--- src/rtl/tag_rx_pkg.sv ---
// Shared encodings for the tag RX hop framer: control-stage states, header marker, framer FSM states.
package tag_rx_pkg;

    localparam logic [1:0] RX_INIT      = 2'b00;
    localparam logic [1:0] RX_LOC_SYNCH = 2'b01;
    localparam logic [1:0] RX_HOP_SYNCH = 2'b10;
    localparam logic [1:0] RX_HOP_RX    = 2'b11;

    localparam logic [15:0] HDR_MARKER = 16'hA5A5;

    typedef logic [1:0] frm_state_t;

    localparam frm_state_t ST_IDLE  = 2'd0;
    localparam frm_state_t ST_ACCUM = 2'd1;
    localparam frm_state_t ST_TRAIL = 2'd2;
    localparam frm_state_t ST_SKIP  = 2'd3;

endpackage

--- src/rtl/tag_rx_hop_fifo.sv ---
// Synchronous FIFO for framer output words; tlast is stored alongside data and the head sits in a
// registered output stage. count covers every held entry, including the one in the output register.
module tag_rx_hop_fifo #(
    parameter int WIDTH = 32,
    parameter int DEPTH = 16
) (
    input  logic                         clk,
    input  logic                         reset_n,
    input  logic                         wr_en,
    input  logic [WIDTH-1:0]             wr_data,
    input  logic                         wr_last,
    output logic                         rd_valid,
    input  logic                         rd_ready,
    output logic [WIDTH-1:0]             rd_data,
    output logic                         rd_last,
    output logic [$clog2(DEPTH+1)-1:0]   count
);

    localparam int AW = $clog2(DEPTH);
    localparam int CW = $clog2(DEPTH + 1);

    logic [WIDTH:0]  mem [DEPTH];
    logic [AW-1:0]   wr_ptr;
    logic [AW-1:0]   rd_ptr;
    logic [CW-1:0]   mem_count;
    logic            pop;
    logic            load;
    logic            wr_ok;

    assign pop       = rd_valid && rd_ready;
    assign mem_count = count - CW'(rd_valid);
    assign load      = (mem_count != '0) && (!rd_valid || pop);
    assign wr_ok     = wr_en && (mem_count != CW'(DEPTH));

    always_ff @(posedge clk) begin
        if (wr_ok) begin
            mem[wr_ptr] <= {wr_last, wr_data};
        end
    end

    always_ff @(posedge clk) begin
        if (!reset_n) begin
            wr_ptr   <= '0;
            rd_ptr   <= '0;
            count    <= '0;
            rd_valid <= 1'b0;
            rd_data  <= '0;
            rd_last  <= 1'b0;
        end else begin
            if (wr_ok) begin
                wr_ptr <= wr_ptr + 1'b1;
            end
            // Output register only advances when empty or being consumed, so it holds under backpressure.
            if (load) begin
                {rd_last, rd_data} <= mem[rd_ptr];
                rd_ptr   <= rd_ptr + 1'b1;
                rd_valid <= 1'b1;
            end else if (pop) begin
                rd_valid <= 1'b0;
            end
            count <= count + CW'(wr_ok) - CW'(pop);
        end
    end

endmodule

--- src/rtl/tag_rx_hop_framer.sv ---
// Averages HOP_RX I/Q samples into words and frames each hop with a trailer (optional header when
// TAG_RX_HOP_FRAMER_HEADER_EN is defined).
module tag_rx_hop_framer
    import tag_rx_pkg::*;
#(
    parameter int DATA_WIDTH = 16,
    parameter int DECIM_LOG2 = 4,
    parameter int FIFO_DEPTH = 16
) (
    input  logic                         clk,
    input  logic                         reset_n,
    input  logic                         sample_valid,
    input  logic signed [DATA_WIDTH-1:0] irx_in,
    input  logic signed [DATA_WIDTH-1:0] qrx_in,
    input  logic [1:0]                   rx_state,
    output logic [2*DATA_WIDTH-1:0]      m_tdata,
    output logic                         m_tvalid,
    input  logic                         m_tready,
    output logic                         m_tlast,
    output logic [7:0]                   hop_index,
    output logic                         overflow
);

    localparam int AW  = DATA_WIDTH + DECIM_LOG2;
    localparam int SCW = DECIM_LOG2 + 1;
    localparam int CW  = $clog2(FIFO_DEPTH + 1);
    localparam int TW  = 2 * DATA_WIDTH;
    localparam logic [SCW-1:0] LAST_SAMPLE = SCW'((1 << DECIM_LOG2) - 1);
    localparam logic [CW-1:0]  DATA_LIMIT  = CW'(FIFO_DEPTH - 1);

    frm_state_t               state;
    logic [1:0]               rx_state_q;
    logic signed [AW-1:0]     acc_i;
    logic signed [AW-1:0]     acc_q;
    logic signed [AW-1:0]     sum_i;
    logic signed [AW-1:0]     sum_q;
    logic [DATA_WIDTH-1:0]    avg_i;
    logic [DATA_WIDTH-1:0]    avg_q;
    logic [SCW-1:0]           smp_cnt;
    logic [DATA_WIDTH-1:0]    word_cnt;
    logic                     pipe_valid;
    logic                     pipe_last;
    logic                     pipe_force;
    logic [TW-1:0]            pipe_data;
    logic [CW-1:0]            fifo_count;
    logic                     hop_start;
    logic                     push;
    logic                     drop;

    assign hop_start = (state == ST_IDLE) && (rx_state == RX_HOP_RX) && (rx_state_q != RX_HOP_RX);
    assign sum_i     = acc_i + AW'(irx_in);
    assign sum_q     = acc_q + AW'(qrx_in);
    assign avg_i     = DATA_WIDTH'(sum_i >>> DECIM_LOG2);
    assign avg_q     = DATA_WIDTH'(sum_q >>> DECIM_LOG2);

    // Headers and trailers always fit; data words must leave the last entry free for the trailer.
    assign push = pipe_valid && (pipe_force || (fifo_count < DATA_LIMIT));
    assign drop = pipe_valid && !push;

`ifdef TAG_RX_HOP_FRAMER_HEADER_EN
    logic hdr_room;
    assign hdr_room = (fifo_count + CW'(pipe_valid)) <= CW'(FIFO_DEPTH - 2);
`endif

    always_ff @(posedge clk) begin
        if (!reset_n) begin
            state      <= ST_IDLE;
            rx_state_q <= rx_state;
            acc_i      <= '0;
            acc_q      <= '0;
            smp_cnt    <= '0;
            word_cnt   <= '0;
            hop_index  <= '0;
            overflow   <= 1'b0;
            pipe_valid <= 1'b0;
            pipe_last  <= 1'b0;
            pipe_force <= 1'b0;
            pipe_data  <= '0;
        end else begin
            rx_state_q <= rx_state;
            pipe_valid <= 1'b0;
            pipe_last  <= 1'b0;
            pipe_force <= 1'b0;
            if (drop) begin
                overflow <= 1'b1;
            end
            case (state)
                ST_IDLE: begin
                    if (hop_start) begin
                        hop_index <= hop_index + 8'd1;
                        acc_i     <= '0;
                        acc_q     <= '0;
                        smp_cnt   <= '0;
                        word_cnt  <= '0;
`ifdef TAG_RX_HOP_FRAMER_HEADER_EN
                        if (hdr_room) begin
                            state      <= ST_ACCUM;
                            pipe_valid <= 1'b1;
                            pipe_force <= 1'b1;
                            pipe_data  <= TW'({HDR_MARKER, 8'h00, hop_index + 8'd1});
                        end else begin
                            state    <= ST_SKIP;
                            overflow <= 1'b1;
                        end
`else
                        state <= ST_ACCUM;
`endif
                    end
                end
                ST_ACCUM: begin
                    if (rx_state != RX_HOP_RX) begin
                        state <= ST_TRAIL;
                    end else if (sample_valid) begin
                        if (smp_cnt == LAST_SAMPLE) begin
                            acc_i      <= '0;
                            acc_q      <= '0;
                            smp_cnt    <= '0;
                            word_cnt   <= word_cnt + 1'b1;
                            pipe_valid <= 1'b1;
                            pipe_data  <= {avg_i, avg_q};
                        end else begin
                            acc_i   <= sum_i;
                            acc_q   <= sum_q;
                            smp_cnt <= smp_cnt + 1'b1;
                        end
                    end
                end
                ST_TRAIL: begin
                    pipe_valid <= 1'b1;
                    pipe_last  <= 1'b1;
                    pipe_force <= 1'b1;
                    pipe_data  <= TW'({8'h00, hop_index, word_cnt});
                    state      <= ST_IDLE;
                end
                ST_SKIP: begin
                    if (rx_state != RX_HOP_RX) begin
                        state <= ST_IDLE;
                    end
                end
                default: state <= ST_IDLE;
            endcase
        end
    end

    tag_rx_hop_fifo #(
        .WIDTH (TW),
        .DEPTH (FIFO_DEPTH)
    ) u_fifo (
        .clk      (clk),
        .reset_n  (reset_n),
        .wr_en    (push),
        .wr_data  (pipe_data),
        .wr_last  (pipe_last),
        .rd_valid (m_tvalid),
        .rd_ready (m_tready),
        .rd_data  (m_tdata),
        .rd_last  (m_tlast),
        .count    (fifo_count)
    );

endmodule

--- config.mk ---
export PLATFORM = sky130hd
export DESIGN_NAME = tag_rx_hop_framer
export DESIGN_NICKNAME = d
export VERILOG_FILES = /design/src/rtl/tag_rx_pkg.sv /design/src/rtl/tag_rx_hop_fifo.sv /design/src/rtl/tag_rx_hop_framer.sv
export SDC_FILE = /design/constraint.sdc
export NUM_CORES = 1
export LEC_CHECK = 0
export BUFFER_PORTS_ARGS = -buffer_cell sky130_fd_sc_hd__buf_2
export CAP_MARGIN = 25
export CORE_MARGIN = 5
export CORE_UTILIZATION = 60
export CTS_CLUSTER_DIAMETER = 30
export CTS_CLUSTER_SIZE = 28
export DETAILED_ROUTE_END_ITERATION = 10
export HOLD_SLACK_MARGIN = 0.03
export PLACE_DENSITY = 0.77
export SLEW_MARGIN = 0
export SYNTH_ARGS = -nofsm -noshare
export SYNTH_HDL_FRONTEND = slang
export SYNTH_SLANG_ARGS = --single-unit
--- constraint.sdc ---
create_clock -name clk -period 5.6 [get_ports clk]
set_input_delay 0.56 -clock clk [delete_from_list [all_inputs] [get_ports clk]]
set_output_delay 0.56 -clock clk [all_outputs]
set_load 0.05 [all_outputs]
==> impl_table.tex, run 1 <==
\begin{tabular}{lr}
\hline
Metric & Value \\
\hline
\multicolumn{2}{l}{\textbf{Timing}} \\
Number of max-slew violations in the final report & 0 \\
Smallest setup slack after layout & 2.25 ns \\
Share of the cycle needed by the critical path after routing & 0.598 \\
Number of failing setup endpoints in the final timing report & 0 \\
Max transition margin & 0.300 \\
Final hold violation count & 0 \\
Max Clk Rate & 298 MHz \\
Setup TNS & 0 ns \\
Period minus WS final & 3.35 ns \\
Worst Tran Pin Value & 1.05 ns \\
Unrepaired setup endpoints after global routing & no \\
Worst-case clock skew & 0.0258 ns \\
\multicolumn{2}{l}{\textbf{Status}} \\
Result of the run & finished clean \\
\multicolumn{2}{l}{\textbf{Synth}} \\
Count of flip-flops with a built-in enable after synthesis & 528 \\
Net Count, Synth & 2,060 \\
Number of synthesis warnings & 0 \\
Synthesized cell area & 28,500 sq um \\
Synthesized instance count & 1,957 \\
Top FF cell, synth & edfxtp\_1 \\
Number of flip-flops and latches in the synthesized netlist & 683 \\
Mapped Avg Cell Area & 14.5 sq um \\
Library cells used by synthesis & 84 \\
Synth async-reset ratio & 0 \\
Sequential fraction of the synthesis area & 0.666 \\
\multicolumn{2}{l}{\textbf{Drt}} \\
First-pass iteration count of the detailed router & 6 \\
Wire per inst & 23.7 microns \\
\# DRC & 0 \\
Routed vias & 17.5k \\
Count of antenna-violating nets left after detailed routing & 0 \\
Wire length reported by the detailed router & 66.6 mm \\
First DRT Iteration DRCs & 1,803 \\
Via/cell ratio & 6.24 \\
\multicolumn{2}{l}{\textbf{Global route}} \\
Number of antenna violations at the first check in global routing & 1 \\
Pin count of the biggest net entering global routing & 124 \\
Via count of the first global-routing pass & 18.0k \\
Global route overflow & 0 \\
GRT Resource Usage Total & 0.253 \\
First-pass GRT wire length & 103 mm \\
\multicolumn{2}{l}{\textbf{Power}} \\
Switching Fraction & 0.275 \\
Part of the power in registers & 0.372 \\
Switching component of the power & 4.19 mW \\
Static Leak & 11.7 nW \\
Clock power frac & 0.463 \\
Power density cells & 450 nW/um\^{}2 \\
Worst-case vdd ir drop & 0.442 mV \\
Logic pwr share & 0.165 \\
Int Pwr & 11.0 mW \\
\multicolumn{2}{l}{\textbf{Die}} \\
Vertical die dimension & 228 microns \\
Total core area & 46,800 sq um \\
Io pins & 81 \\
Die Span X & 228 microns \\
Initial Util & 0.609 \\
Area of the die & 51,900 sq um \\
\# rows & 79 \\
\multicolumn{2}{l}{\textbf{CTS}} \\
Max Buffers Root-to-Sink & 3 \\
Clk pin slew, worst setup/hold paths & 0.05 ns \\
Hold buffer count at CTS & 0 \\
Number of setup buffers added after CTS & 0 \\
Number of clock sinks & 683 \\
Root Buffer & clkbuf\_16 \\
CTS tree & built \\
Inserted Clock Buffers & 118 \\
H-tree levels & 3 \\
Total of cells resized after clock tree synthesis & 0 \\
Clock network latency to the later pin of the worst-skew pair & 0.67 ns \\
\multicolumn{2}{l}{\textbf{Layout}} \\
Non-Filler Instances & 2,805 \\
Commonest cells after routing, fill and taps aside & edfxtp\_1 (528), dfxtp\_1 (151), nor2\_1 (149) \\
Share of layout cells above drive strength 1 & 0.197 \\
Signed area change from the synthesized netlist to the final layout & 18.7\% \\
Most common cell after layout, fill and taps aside & edfxtp\_1 \\
Number of fill cells & 2,825 \\
Nets@finish & 2,197 \\
Diodes inserted & 0 \\
\multicolumn{2}{l}{\textbf{Critical path}} \\
Logic depth of the worst register-to-register path & 9 \\
Arrival time at the worst endpoint & 3.63 ns \\
Critical path fanouts, max & 30 \\
Critical register-to-register path endpoint & u\_fifo.mem[3][21] \\
Startpoint of the most critical register-to-register path & u\_fifo.count[1] \\
Category of the worst setup path capture point & flip-flop \\
Worst Setup Start Kind & flip-flop \\
WS Path Type & flip-flop to flip-flop \\
Timing endpoint of the critical path & u\_fifo.mem[3][21] \\
Crit path launch & u\_fifo.count[1] \\
Critical path data required time & 5.88 ns \\
Flop-to-flop setup slack & 2.25 ns \\
\multicolumn{2}{l}{\textbf{Placement}} \\
Number of cells in the design after placement & 2,575 \\
GPL Wtd Cong & 0.843 \\
HPWL after detailed placement & 38.3 mm \\
Port Buf Inserts & 80 \\
Placement-stage worst setup slack & 2.21 ns \\
\multicolumn{2}{l}{\textbf{Min path}} \\
Type of the tightest min-delay check & input pin to flip-flop \\
\multicolumn{2}{l}{\textbf{Flow run}} \\
Max\_cap viols & 0 \\
\hline
\end{tabular}
synthesized netlist by cell type (17+ instances only):
library cell	n	area, sq um
buf_2	36	180
nand2_1	147	552
mux2i_1	140	1400
xor2_1	31	272
xnor2_1	27	236
edfxtp_1	528	15900
o21ai_0	82	410
clkbuf_1	43	161
o221ai_1	34	298
a211o_1	35	307
dfxtp_1	155	3100
nor2_1	161	604
inv_1	23	86.3
o22ai_1	36	225
a21oi_1	85	425
ha_1	62	776
a22oi_1	17	128
mux4_2	66	1490
nand3_1	20	100
kinds of logic after synthesis:
kind of cell               synth area share
DFF                                   0.666
AOI/OAI and AO/OA                     0.102
xor gates and xnor gates             0.0178
buffers and inverters                0.0187
and+or+nand+nor                      0.0650
muxes                                 0.101
adders and majority gates            0.0294
stage by stage:
stage | util | cell area, sq um | power (mW) | hold slack [ns]
after floorplan | - | 28500 | 7.67 | 0.415
after global placement | 0.631 | 29500 | 8.18 | 0.424
after detailed placement | 0.635 | 29700 | 8.24 | 0.443
after CTS | 0.720 | 33700 | 15.3 | 0.0501
after global routing | 0.723 | 33800 | 15.7 | 0.0836
final | 0.723 | 33800 | 15.2 | 0.0806
how the worst min path moves through the flow:
stage                         to  slack [ns]               from  cells past startpoint
2_1_floorplan         smp_cnt[4]        0.42         smp_cnt[4]                      2
3_3_place_gp          smp_cnt[4]        0.42         smp_cnt[4]                      2
3_5_place_dp   u_fifo.rd_data[7]        0.44  u_fifo.rd_data[7]                      2
4_1_cts            rx_state_q[1]        0.05        rx_state[1]                      1
5_1_grt            rx_state_q[0]        0.08        rx_state[0]                      1
6_report           rx_state_q[1]        0.08        rx_state[1]                      1
worst max-delay path, stage by stage, from the launching register on:
cell and delay, ns:
dfxtp_1 0.46, inv_1 0.14, ha_1 0.24, and2b_1 0.17
xnor2_1 0.16, o31ai_2 0.10, a31oi_2 0.44, nand2_1 0.37
nor3_2 0.36, buf_4 0.52
state kept, by name, indices dropped and copies added, names as in the netlist:
register / cells
u_fifo.rd_valid: 1
acc_i: 20
u_fifo.mem: 528
state: 2
pipe_valid: 1
overflow: 1
u_fifo.count: 5
hop_index: 8
u_fifo.rd_ptr: 4
acc_q: 20
pipe_force: 1
pipe_data: 32
rx_state_q: 2
u_fifo.rd_data: 32
word_cnt: 16
u_fifo.wr_ptr: 4
smp_cnt: 5
u_fifo.rd_last: 1
metal layers:
layer  track usage  wire length [microns]  vias to the layer above  part of all wire
li1              -                      -                     7876                 -
met3        0.0365                   4580                      109             0.069
met1         0.349                  27200                     8766              0.41
met2         0.422                  33500                      741              0.50
met5             0                      0                        -                 0
met4        0.0813                   1350                        0             0.020
area by class of cell:
| class | count | area [sq um] | area share |
|---|---|---|---|
| Clock inverter | 92 | 950 | 0.0281 |
| Multi-Input combinational cell | 1155 | 9110 | 0.270 |
| Tap cell | 607 | 759 | 0.0225 |
| Sequential cell | 683 | 19000 | 0.561 |
| Inverter | 24 | 91.3 | 0.00270 |
| Clock buffer | 132 | 3030 | 0.0896 |
| Timing Repair Buffer | 112 | 885 | 0.0262 |
power groups by stage:
stage	Sequential (mW)	Clock [mW]	Combinational, mW
3_5_place_dp	5.75	0	2.48
4_1_cts	5.66	7.12	2.53
6_report	5.66	7.05	2.52
3_3_place_gp	5.75	0	2.43
2_1_floorplan	6.09	0	1.58
5_1_grt	5.68	7.39	2.68
(Power assumes the default switching activity.)
==> inputs of run 2 (changes only) <==
==> constraint.sdc (replaced) <==
create_clock -name clk -period 3.35 [get_ports clk]
set_input_delay 0.335 -clock clk [delete_from_list [all_inputs] [get_ports clk]]
set_output_delay 0.335 -clock clk [all_outputs]
set_load 0.05 [all_outputs]
==> run 2 against run 1 <==
  * Core utilization up 0.54 points
  * Final area up 0.75%
  * Via count up 2.4%
  * Sequential power up 68%
  * Clock power up 69%
  * Clock-buffer cell count down 4
  * Total power up 70%
  * Combinational power up 78%
  * First-iteration DRC count up 16%
  * Critical path depth up 1
  * Register-to-register slack worse by 1.8 ns
  * Critical path type unchanged
==> impl_table.tex, run 2 (same netlist as run 1, synthesis figures left out) <==
\begin{tabular}{lr}
\hline
Metric & Value \\
\hline
\multicolumn{2}{l}{\textbf{Drt}} \\
Routed vias & 17.9k \\
\# DRC & 0 \\
Via/cell ratio & 6.34 \\
First DRT Iteration DRCs & 2,096 \\
Wire length reported by the detailed router & 69.1 mm \\
First-pass iteration count of the detailed router & 6 \\
Wire per inst & 24.5 microns \\
Count of antenna-violating nets left after detailed routing & 0 \\
\multicolumn{2}{l}{\textbf{Timing}} \\
Max Clk Rate & 342 MHz \\
Number of max-slew violations in the final report & 0 \\
Unrepaired setup endpoints after global routing & no \\
Final hold violation count & 0 \\
Max transition margin & 0.408 \\
Number of failing setup endpoints in the final timing report & 0 \\
Period minus WS final & 2.93 ns \\
Worst Tran Pin Value & 0.886 ns \\
Worst-case clock skew & 0.0249 ns \\
Share of the cycle needed by the critical path after routing & 0.874 \\
\multicolumn{2}{l}{\textbf{Critical path}} \\
Critical path fanouts, max & 25 \\
Sequence of cells on the critical path & inv\_1 -> ha\_1 -> and2b\_1 -> xnor2\_1 -> o31ai\_2 -> a31oi\_2 -> buf\_4 -> nand2\_1 -> nor2\_4 -> buf\_12 \\
WS Path Type & flip-flop to flip-flop \\
Biggest cell delay along the critical path & 0.47 ns \\
Critical path data required time & 3.69 ns \\
Category of the worst setup path capture point & flip-flop \\
Worst Setup Start Kind & flip-flop \\
Arrival time at the worst endpoint & 3.27 ns \\
Slowest-stage cell, CP & dfxtp\_1 \\
\multicolumn{2}{l}{\textbf{Flow run}} \\
Max\_cap viols & 0 \\
\multicolumn{2}{l}{\textbf{Global route}} \\
Number of antenna violations at the first check in global routing & 0 \\
First-pass GRT wire length & 107 mm \\
GRT Resource Usage Total & 0.264 \\
Via count of the first global-routing pass & 18.2k \\
Global route overflow & 0 \\
Pin count of the biggest net entering global routing & 67 \\
\multicolumn{2}{l}{\textbf{Die}} \\
Area of the die & 51,900 sq um \\
Vertical die dimension & 228 microns \\
Initial Util & 0.609 \\
\# rows & 79 \\
Die Span X & 228 microns \\
Io pins & 81 \\
Total core area & 46,800 sq um \\
\multicolumn{2}{l}{\textbf{Placement}} \\
Port Buf Inserts & 80 \\
GPL Wtd Cong & 0.852 \\
HPWL after detailed placement & 40.1 mm \\
Placement-stage cell area & 30,000 sq um \\
\multicolumn{2}{l}{\textbf{Layout}} \\
Largest registers & u\_fifo.mem: 528 flops, pipe\_data: 32 flops, u\_fifo.rd\_data: 32 flops \\
Share of layout cells above drive strength 1 & 0.210 \\
Max FFs per register & 528 \\
Commonest cells after routing, fill and taps aside & edfxtp\_1 (528), dfxtp\_1 (151), nor2\_1 (149) \\
Layout Cell Area excl Fill & 34,000 sq um \\
Top reg by flops & u\_fifo.mem \\
Nets@finish & 2,220 \\
Diodes inserted & 0 \\
Most common cell after layout, fill and taps aside & edfxtp\_1 \\
Signed area change from the synthesized netlist to the final layout & 19.6\% \\
\multicolumn{2}{l}{\textbf{CTS}} \\
Total of cells resized after clock tree synthesis & 0 \\
Max Buffers Root-to-Sink & 3 \\
CTS tree & built \\
Root Buffer & clkbuf\_16 \\
Clock network latency to the later pin of the worst-skew pair & 0.66 ns \\
Number of clock sinks & 683 \\
H-tree levels & 3 \\
Number of setup buffers added after CTS & 0 \\
Clk pin slew, worst setup/hold paths & 0.06 ns \\
Inserted Clock Buffers & 114 \\
\multicolumn{2}{l}{\textbf{Power}} \\
Power after layout & 25.9 mW \\
Power density cells & 760 nW/um\^{}2 \\
Static Leak & 12.0 nW \\
Worst-case vdd ir drop & 0.474 mV \\
\multicolumn{2}{l}{\textbf{Min path}} \\
Type of the tightest min-delay check & input pin to flip-flop \\
\multicolumn{2}{l}{\textbf{Status}} \\
Result of the run & finished clean \\
\hline
\end{tabular}
[run 2: changes by cell type in the layout (fill, tap and decap cells not counted), sizes merged]
cell / delta
buf: +25
bufinv: +2
clkbuf: -4
clkinv: -8
clkinvlp: +2
dlygate4sd3: +2
inv: +1
[run 2: final timing paths]
kind	cells past startpoint	slack [ns]	startpoint	end
hold / removal	4	0.07	qrx_in[0]	acc_q[0]
hold reg to reg	2	0.45	smp_cnt[4]	smp_cnt[4]
setup reg to reg	10	0.42	u_fifo.count[1]	u_fifo.mem[8][22]
setup / recovery	10	0.42	u_fifo.count[1]	u_fifo.mem[8][22]
[run 2: layer usage]
layer  vias to the layer above  track usage  routed length, microns
li1                       7928            -                       -
met1                      8900        0.371                   27700
met2                       971        0.427                   33500
met3                       105       0.0522                    6420
met4                         0       0.0807                    1470
met5                         -            0                       0
[run 2: report_power, final]
group | switching [mW] | internal [mW] | leakage [nW] | total (mW)
logic | 2.67 | 1.81 | 4.03 | 4.48
registers | 0.267 | 9.26 | 6.02 | 9.53
clock network | 4.20 | 7.68 | 1.93 | 11.9
[run 2: layout make-up]
cell class | count | area, sq um
Tap cell | 607 | 759
Multi-Input combinational cell | 1155 | 9140
Fill cell | 2789 | 12700
Sequential cell | 683 | 19000
Clock buffer | 128 | 3010
Timing Repair Buffer | 139 | 1110
Clock inverter | 89 | 980
Inverter | 24 | 91.3
[run 2: worst max-delay path, delay by kind of cell, from the launching register on]
| family | cells | cell delay, ns |
|---|---|---|
| buf+inv | 3 | 0.57 |
| fa+ha+maj | 1 | 0.24 |
| compound gates | 2 | 0.30 |
| xor+xnor | 1 | 0.18 |
| simple gates | 3 | 0.83 |
| flops | 1 | 0.47 |
[run 2: per-stage QoR]
| step | setup TNS, ns | cells | utilization | setup WS [ns] | hold WS [ns] |
|---|---|---|---|---|---|
| after floorplan | -88.52 | 1957 | - | -0.323 | 0.363 |
| after global placement | 0 | 2605 | 0.642 | 0.592 | 0.420 |
| after detailed placement | 0 | 2605 | 0.642 | 0.503 | 0.437 |
| after CTS | 0 | 2824 | 0.728 | 0.427 | 0.0551 |
| after global routing | 0 | 2825 | 0.728 | 0.266 | 0.106 |
| final | 0 | 2825 | 0.728 | 0.423 | 0.0699 |
[run 2: repair_timing]
action	4_1_cts	5_1_grt
endpoints found under the setup margin	0	0
hold endpoints to repair	2	0
hold buffers	2	0
